`config.mk`:
```
export PLATFORM = sky130hd
export DESIGN_NAME = mem_bus_responder
export DESIGN_NICKNAME = d
export VERILOG_FILES = /design/src/rtl/mem_bus_pkg.sv /design/src/rtl/lane_unit.sv /design/src/rtl/mem_bus_responder.sv
export SDC_FILE = /design/constraint.sdc
export NUM_CORES = 1
export LEC_CHECK = 0
export ABC_AREA = 1
export BUFFER_PORTS_ARGS = -buffer_cell sky130_fd_sc_hd__buf_2
export CORE_MARGIN = 10
export CORE_UTILIZATION = 54
export DETAILED_ROUTE_END_ITERATION = 10
export PLACE_DENSITY = 0.81
export SYNTH_ARGS = -nofsm -noshare
export SYNTH_HDL_FRONTEND = slang
export SYNTH_HIERARCHICAL = 1
export SYNTH_SLANG_ARGS = --single-unit
```
`constraint.sdc`:
```
create_clock -name clk -period 2.2 [get_ports clk]
set_input_delay 0.44 -clock clk [delete_from_list [all_inputs] [get_ports clk]]
set_output_delay 0.44 -clock clk [all_outputs]
set_load 0.05 [all_outputs]
```
`src/rtl/mem_bus_pkg.sv`:
```
// mem_bus_pkg: size codes, FSM states and latency check shared by mem_bus_responder
package mem_bus_pkg;
   localparam logic [2:0] SZ_BYTE = 3'b001;
   localparam logic [2:0] SZ_HALF = 3'b010;
   localparam logic [2:0] SZ_WORD = 3'b100;
   typedef enum logic [2:0] {IDLE, RD_ISSUE, RD_WAIT, WRITE, RESP} state_t;
   function automatic logic latency_ok(input int lat);
      return lat >= 1 && lat <= 7;
   endfunction
endpackage

```
`src/rtl/lane_unit.sv`:
```
// lane_unit: little-endian lane extract/extend for loads and lane merge for sub-word stores
module lane_unit import mem_bus_pkg::*; (
   input  logic [31:0] word,
   input  logic [1:0]  lane,
   input  logic [2:0]  size,
   input  logic        is_unsigned,
   input  logic [31:0] wdata,
   output logic [31:0] load_val,
   output logic [31:0] store_word
);
   logic [4:0]  sh;
   logic [7:0]  b;
   logic [15:0] h;
   logic [31:0] mask;
   always_comb begin
      sh = size == SZ_HALF ? {lane[1], 4'b0000} : {lane, 3'b000};
      b = 8'(word >> sh);
      h = 16'(word >> sh);
      load_val = size == SZ_BYTE ? {{24{b[7] & ~is_unsigned}}, b} :
                 size == SZ_HALF ? {{16{h[15] & ~is_unsigned}}, h} : word;
      mask = (size == SZ_BYTE ? 32'h0000_00FF : 32'h0000_FFFF) << sh;
      store_word = size == SZ_WORD ? wdata : (word & ~mask) | ((wdata << sh) & mask);
   end
endmodule

```
`src/rtl/mem_bus_responder.sv`:
```
// mem_bus_responder: valid/ready load/store responder driving a fixed-latency word SRAM
module mem_bus_responder import mem_bus_pkg::*; #(
   parameter int ADDR_WIDTH   = 14,
   parameter int READ_LATENCY = 2
) (
   input  logic                  clk,
   input  logic                  reset,
   input  logic                  req_valid,
   output logic                  req_ready,
   input  logic                  req_write,
   input  logic [2:0]            req_size,
   input  logic                  req_unsigned,
   input  logic [31:0]           req_addr,
   input  logic [31:0]           req_wdata,
   output logic                  resp_valid,
   input  logic                  resp_ready,
   output logic [31:0]           resp_rdata,
   output logic                  resp_error,
   output logic                  sram_en,
   output logic                  sram_we,
   output logic [ADDR_WIDTH-1:0] sram_addr,
   output logic [31:0]           sram_wdata,
   input  logic [31:0]           sram_rdata
);
   localparam logic [2:0] LAT = 3'(latency_ok(READ_LATENCY) ? READ_LATENCY : 1);
   state_t                state_q, state_d;
   logic                  write_q, write_d, uns_q, uns_d;
   logic [2:0]            size_q, size_d, cnt_q, cnt_d;
   logic [1:0]            lane_q, lane_d;
   logic [31:0]           wdata_q, wdata_d;
   logic                  sram_en_q, sram_en_d, sram_we_q, sram_we_d;
   logic [ADDR_WIDTH-1:0] sram_addr_q, sram_addr_d;
   logic [31:0]           sram_wdata_q, sram_wdata_d, resp_rdata_q, resp_rdata_d;
   logic                  resp_error_q, resp_error_d, req_err;
   logic [31:0]           load_val, store_word;

   lane_unit u_lane (
      .word(sram_rdata), .lane(lane_q), .size(size_q), .is_unsigned(uns_q),
      .wdata(wdata_q), .load_val(load_val), .store_word(store_word)
   );

   assign req_ready  = state_q == IDLE;
   assign resp_valid = state_q == RESP;
   assign resp_rdata = resp_rdata_q;
   assign resp_error = resp_error_q;
   assign sram_en    = sram_en_q;
   assign sram_we    = sram_we_q;
   assign sram_addr  = sram_addr_q;
   assign sram_wdata = sram_wdata_q;

   always_comb begin
      req_err = !(req_size == SZ_BYTE || req_size == SZ_HALF || req_size == SZ_WORD) ||
                (req_size == SZ_HALF && req_addr[0]) ||
                (req_size == SZ_WORD && req_addr[1:0] != 2'b00) ||
                (req_addr >> (ADDR_WIDTH + 2)) != 32'd0;
      state_d      = state_q;
      write_d      = write_q;
      uns_d        = uns_q;
      size_d       = size_q;
      lane_d       = lane_q;
      wdata_d      = wdata_q;
      cnt_d        = cnt_q;
      sram_en_d    = 1'b0;
      sram_we_d    = 1'b0;
      sram_addr_d  = sram_addr_q;
      sram_wdata_d = sram_wdata_q;
      resp_rdata_d = resp_rdata_q;
      resp_error_d = resp_error_q;
      case (state_q)
         IDLE: if (req_valid) begin
            write_d      = req_write;
            uns_d        = req_unsigned;
            size_d       = req_size;
            lane_d       = req_addr[1:0];
            wdata_d      = req_wdata;
            sram_addr_d  = req_addr[ADDR_WIDTH+1:2];
            resp_rdata_d = 32'd0;
            resp_error_d = req_err;
            if (req_err) state_d = RESP;
            else if (req_write && req_size == SZ_WORD) begin
               state_d      = WRITE;
               sram_en_d    = 1'b1;
               sram_we_d    = 1'b1;
               sram_wdata_d = req_wdata;
            end else begin
               state_d   = RD_ISSUE;
               sram_en_d = 1'b1;
            end
         end
         RD_ISSUE: begin
            cnt_d   = LAT;
            state_d = RD_WAIT;
         end
         RD_WAIT: if (cnt_q == 3'd1) begin
            if (write_q) begin
               state_d      = WRITE;
               sram_en_d    = 1'b1;
               sram_we_d    = 1'b1;
               sram_wdata_d = store_word;
            end else begin
               state_d      = RESP;
               resp_rdata_d = load_val;
            end
         end else cnt_d = cnt_q - 3'd1;
         WRITE: state_d = RESP;
         RESP: state_d = resp_ready ? IDLE : RESP;
         default: state_d = IDLE;
      endcase
   end

   always_ff @(posedge clk) begin
      if (reset) begin
         state_q      <= IDLE;
         write_q      <= 1'b0;
         uns_q        <= 1'b0;
         size_q       <= 3'd0;
         lane_q       <= 2'd0;
         wdata_q      <= 32'd0;
         cnt_q        <= 3'd0;
         sram_en_q    <= 1'b0;
         sram_we_q    <= 1'b0;
         sram_addr_q  <= '0;
         sram_wdata_q <= 32'd0;
         resp_rdata_q <= 32'd0;
         resp_error_q <= 1'b0;
      end else begin
         state_q      <= state_d;
         write_q      <= write_d;
         uns_q        <= uns_d;
         size_q       <= size_d;
         lane_q       <= lane_d;
         wdata_q      <= wdata_d;
         cnt_q        <= cnt_d;
         sram_en_q    <= sram_en_d;
         sram_we_q    <= sram_we_d;
         sram_addr_q  <= sram_addr_d;
         sram_wdata_q <= sram_wdata_d;
         resp_rdata_q <= resp_rdata_d;
         resp_error_q <= resp_error_d;
      end
   end
endmodule

```
==> flow_summary.ini, run 1 <==
[placed_design]
dp_hpwl_mm = 17.5
dpl_worst_slack_ns = 0.0119
place_area_sq_mm = 0.00830
port_buffers = 187
routabilityCongestion = 0.970

[cells_and_area]
final_area_sq_mm = 0.00892
fin_nets = 1423
nFillCells = 1226
drive_gt1_share_pct = 22.5
syn2layout_area_growth_pct = 22.0
utilization_pct = 67.3

[yosys]
synth-compound-area-share_pct = 13.8
yosys.area_share.simple_pct = 41.1
yosysWarnings = 6
syn-cell-area_sq_mm = 0.00731
async_flop_share_pct = 0
synthCells = 1161
synth_edf_count = 0
synth_mux_area_share_pct = 0
ys_seq_area_share_pct = 34.5
yosys.area_share.xor_xnor_pct = 0
syn_area_per_cell_sq_um = 6.30
synth_adder_area_share_pct = 0.342
ys_seq_elements = 126
synthesis.nets = 1268
synth_top_family_by_area = simple AND/OR/NAND/NOR gates
synth_cell_types = 35
synth_ff_type = dfxtp_1

[critical_path]
crit_slowest_cell = dfxtp_1
worst_ep_arrival_time_ns = 1.62
critPathMaxFanout = 55
reg2reg_depth = 13
critical_path_required_ns = 1.76
slowest_delay_ns = 0.32
path_cells = inv_2 -> nand2_2 -> nor2_4 -> buf_12 -> buf_4
worstSetupStartpointType = register
worstSetupPathType = reg -> out
critPathCaptureType = output pin

[timing]
drv_slew = 0
min_period_ns = 2.06
slew_headroom_pct = 52.9
rsz0062_at_grt = no
fmax_ghz = 0.485
tns_ns = 0
finClkSkew_ns = 0.0114
fin_ws_ns = 0.139
finalCritPeriodShare_pct = 93.7
finalSetupViolCount = 0
hold_viol_final = 0
max_slew.worst_pin.slew_ns = 0.705

[routing]
num_vias = 8141
drt_iter0_markers = 871
dr.pass1.iters = 6
ant_nets = 0
viasPerCell = 5.41
drt-total-wl_mm = 24.2
drcViolationCount = 0
wl_per_cell_um = 16.1

[clock_tree]
holdBufCountCts = 0
post_cts_buffers = 0
clock_tree.htree_level_count = 4
cts_tree = done
ctsResizeCount = 4
cts_buffers = 17
cts_sinks = 126
clk_path_buf_depth = 2
insertion_delay_ns = 0.43
clk_pin_slew_ns = 0.06
root_buffer = clkbuf_16

[global_routing]
globalRoute.totalOverflow = 0
antenna_found_initial = 2
grt_max_degree = 91
grt_pass1_wl_mm = 38.3
track_usage_pct = 25.5
grt_pass1_vias = 7654

[floorplanning]
die_area_sq_mm = 0.0186
die_w_um = 136
io_pins = 188
start_util_pct = 55.2
coreArea_sq_mm = 0.0132
die_h_um = 136
rows = 42

[outcome]
outcome = finished, final reports clean

[job]
maxCapViolCount = 0

[pwr]
power_density_mw_per_mm2 = 724
vdd_drop_max_mv = 0.674
design_power_total_w = 0.00646
leakagePower_nw = 4.35

[worst_hold_path]
min_path_cells = 3
min_path_type = in -> reg
==> worst max-delay path, delay by kind of cell, from the launching register on <==
| kind | cells | cell delay [ns] |
|---|---|---|
| AND/OR/NAND/NOR | 2 | 0.24 |
| flip-flops | 1 | 0.32 |
| buffers and inverters | 3 | 0.62 |
==> state kept, by name, summed over array words and instances, names as in the netlist <==
register,cells
resp_rdata,32
sram_wdata,32
wdata_q,32
sram_addr,14
cnt_q,3
size_q,3
state_q,3
lane_q,2
resp_error,1
sram_en,1
sram_we,1
uns_q,1
write_q,1
==> cells in the final DEF (no fill, tap or decap), types with 2 or more instances in the layout <==
cell type  count
clkbuf_8       4
clkinv_1       2
nand2_2        7
buf_12         6
o21ai_1        5
nor2_1        61
buf_2        186
a21oi_1      102
clkbuf_16     17
clkbuf_1       3
nor3_1         3
buf_4         22
a21oi_2       29
inv_1         64
inv_2         10
ha_1           2
nand2_1      457
nand3b_1      34
nand3_1      128
bufinv_16      3
nor2_4         3
dfxtp_1      126
o21ai_0       34
nand4_1        4
clkinv_2       2
==> metrics by stage <==
step	hold WS [ns]	cells
after detailed placement	0.452	1473
after global routing	0.277	1503
after floorplan	0.440	1161
after global placement	0.444	1473
after CTS	0.271	1503
final	0.280	1504
==> worst paths after layout <==
path | from | to | slack, ns
hold / removal | req_addr[10] | sram_addr[8] | 0.28
setup / recovery | state_q[2] | req_ready | 0.14
setup reg to reg | size_q[1] | sram_wdata[27] | 0.19
hold reg to reg | sram_addr[12] | sram_addr[12] | 0.46
==> logic make-up (layout without fill, tap and decap cells) <==
family | Yosys count | count (layout)
and+or+nand+nor | 702 | 702
AOI/OAI and AO/OA | 176 | 176
buffers and inverters | 155 | 321
DFF | 126 | 126
adders and majority gates | 2 | 2
other | 0 | 1
==> synth_stat cells (2+ instances only) <==
| cell type | count | area share (%) |
|---|---|---|
| a21oi_1 | 102 | 7.0 |
| a21oi_2 | 29 | 3.5 |
| buf_12 | 2 | 0.55 |
| buf_2 | 26 | 1.8 |
| buf_4 | 7 | 0.72 |
| buf_6 | 8 | 1.2 |
| clkbuf_1 | 33 | 1.7 |
| clkinv_1 | 2 | 0.10 |
| dfxtp_1 | 126 | 34 |
| ha_1 | 2 | 0.34 |
| inv_1 | 64 | 3.3 |
| inv_2 | 10 | 0.51 |
| nand2_1 | 457 | 23 |
| nand2_2 | 7 | 0.60 |
| nand3_1 | 128 | 8.8 |
| nand3b_1 | 34 | 3.5 |
| nand4_1 | 4 | 0.34 |
| nor2_1 | 62 | 3.2 |
| nor2_2 | 2 | 0.17 |
| nor3_1 | 3 | 0.21 |
| o21ai_0 | 34 | 2.3 |
| o21ai_1 | 6 | 0.41 |
==> per-layer routing <==
layer  track usage, %  vias to the layer above  share of wire [%]
met4             7.93                        2                1.9
met2             39.6                      357                 46
met3             9.30                       39                 10
met1             32.2                     3714                 42
li1                 -                     4029                  -
met5                0                        -              0.033
==> power by group <==
part	total, W	switching (W)	internal (W)
Combinational	0.00116	0.000785	0.000376
Clock	0.00289	0.00101	0.00188
Sequential	0.00241	0.0000506	0.00236
Total	0.00646	0.00184	0.00461
==> cell type report <==
type                            count  area (sq um)  share of cell area [%]
Tap cell                          176           220                    2.47
Sequential cell                   126          2520                    28.3
Inverter                           77           292                    3.27
Multi-Input combinational cell    880          4070                    45.6
Antenna cell                        1          2.50                  0.0281
Clock buffer                       24           492                    5.51
Clock inverter                      6           108                    1.21
Timing Repair Buffer              214          1220                    13.6
Power figures use the tool's default switching activity.
==> run 2, diff against run 1 <==
--- a/config.mk
+++ b/config.mk
@@ -6,11 +6,10 @@
 export NUM_CORES = 1
 export LEC_CHECK = 0
 export ABC_AREA = 1
-export BUFFER_PORTS_ARGS = -buffer_cell sky130_fd_sc_hd__buf_2
-export CORE_MARGIN = 10
-export CORE_UTILIZATION = 54
+export CORE_UTILIZATION = 61
 export DETAILED_ROUTE_END_ITERATION = 10
-export PLACE_DENSITY = 0.81
+export DONT_BUFFER_PORTS = 1
+export PLACE_DENSITY = 0.77
 export SYNTH_ARGS = -nofsm -noshare
 export SYNTH_HDL_FRONTEND = slang
 export SYNTH_HIERARCHICAL = 1
==> flow_summary.ini, run 2 (synthesized netlist as in run 1, its figures left out) <==
[timing]
rsz0062_at_grt = no
hold_viol_final = 0
finClkSkew_ns = 0.00700
max_slew.worst_pin.slew_ns = 0.728
drv_slew = 0
min_period_ns = 2.03
slew_headroom_pct = 51.4
fin_ws_ns = 0.166
fmax_ghz = 0.492
finalSetupViolCount = 0
finalCritPeriodShare_pct = 92.5
tns_ns = 0

[cells_and_area]
syn2layout_area_growth_pct = 7.20
n_antenna_cell = 0
final_cell_mix = nand2_1 (457), nand3_1 (128), dfxtp_1 (126)
drive_gt1_share_pct = 9.36
final_common_cell = nand2_1
fin_nets = 1229

[worst_hold_path]
worstHoldStart = reset
min_path_type = in -> reg
min_path_cells = 1
holdPathEnd = sram_addr[6]

[routing]
drcViolationCount = 9
wl_per_cell_um = 16.8
dr.pass1.iters = 8
ant_nets = 0
drt_iter0_markers = 719
drt-total-wl_mm = 21.4
num_vias = 7396
viasPerCell = 5.80

[floorplanning]
die_area_sq_mm = 0.0124
coreArea_sq_mm = 0.0116
die_w_um = 111
rows = 39
io_pins = 188
start_util_pct = 63.2
die_h_um = 111

[clock_tree]
ctsResizeCount = 0
insertion_delay_ns = 0.42
holdBufCountCts = 0
clk_pin_slew_ns = 0.05
cts_sinks = 126
cts_buffers = 17
root_buffer = clkbuf_16
post_cts_buffers = 0
clock_tree.htree_level_count = 4
clk_path_buf_depth = 2
cts_tree = done

[pwr]
power_density_mw_per_mm2 = 784
leakagePower_nw = 3.43
vdd_drop_max_mv = 0.560

[global_routing]
grt_pass1_vias = 6636
grt_max_degree = 92
grt_pass1_wl_mm = 33.9
antenna_found_initial = 0
globalRoute.totalOverflow = 0
track_usage_pct = 34.3

[placed_design]
routabilityCongestion = 0.993
port_buffers = 0
dp_hpwl_mm = 15.0
dpl_worst_slack_ns = 0.252

[critical_path]
worst_ep_arrival_time_ns = 2.34
critPathMaxFanout = 38
critical_path_required_ns = 2.51
worstSetupStartpointType = register
r2r_slack_ns = 0.17
worstSetupPathType = reg -> reg
critPathCaptureType = register
r2r_start = size_q[1]
rr_endpoint = sram_wdata[16]
reg2reg_depth = 15

[outcome]
outcome = complete, but fails checks
violations = design-rule violations

[job]
maxCapViolCount = 0
-- run 2: per-layer routing --
layer  wire [um]  track usage [%]  share of wire (%)  up-vias
met2        9480             54.3                 44      391
met1        9240             44.9                 43     3315
li1            -                -                  -     3641
met3        2170             8.71                 10       49
met5           0                0                  0        -
met4         521             13.2                2.4        0
-- run 2: through the flow --
step | utilization, % | cells | hold slack (ns) | total power [W] | instance area [sq um]
after floorplan | - | 1161 | 0.440 | 0.00322 | 7310
after global placement | 62.7 | 1246 | 0.442 | 0.00337 | 7250
after detailed placement | 62.7 | 1246 | 0.452 | 0.00338 | 7250
after CTS | 67.8 | 1276 | 0.0794 | 0.00616 | 7840
after global routing | 67.8 | 1276 | 0.0801 | 0.00635 | 7840
final | 67.8 | 1276 | 0.0835 | 0.00614 | 7840
-- run 2: area by class of cell --
cell class	instances	area [sq um]
tap	143	179
clock buffer	24	502
sequential	126	2520
clock inverter	6	82.6
fill	1081	3730
inverter	77	292
multi-input combinational	880	4060
timing repair buffer	20	200
-- run 2: worst max-delay path, cell delays in order, from the launching register on --
cell      delay, ns
dfxtp_1        0.39
nand3_4        0.09
nand2_2        0.08
buf_12         0.20
inv_4          0.08
nand2_1        0.07
nand2_2        0.13
inv_2          0.18
nand2_1        0.08
nor2_1         0.10
nor2_1         0.07
nand2_1        0.07
nand2_1        0.09
nand3b_1       0.16
nand2_1        0.07
nor2_1         0.05
-- run 2: report_power, final --
part / leakage, nW / switching [W] / internal (W)
registers: 1.02 / 0.000140 / 0.00236
logic: 2.12 / 0.000578 / 0.000282
clock network: 0.288 / 0.000989 / 0.00180
-- run 2: how the worst max path moves through the flow --
stage | startpoint | endpoint | depth (start not counted)
global route | size_q[1] | sram_wdata[29] | 13
detailed placement | size_q[2] | sram_wdata[16] | 16
global placement | size_q[1] | sram_wdata[22] | 15
CTS | state_q[2] | req_ready | 4
finish | size_q[1] | sram_wdata[16] | 15
floorplan | state_q[2] | req_ready | 5
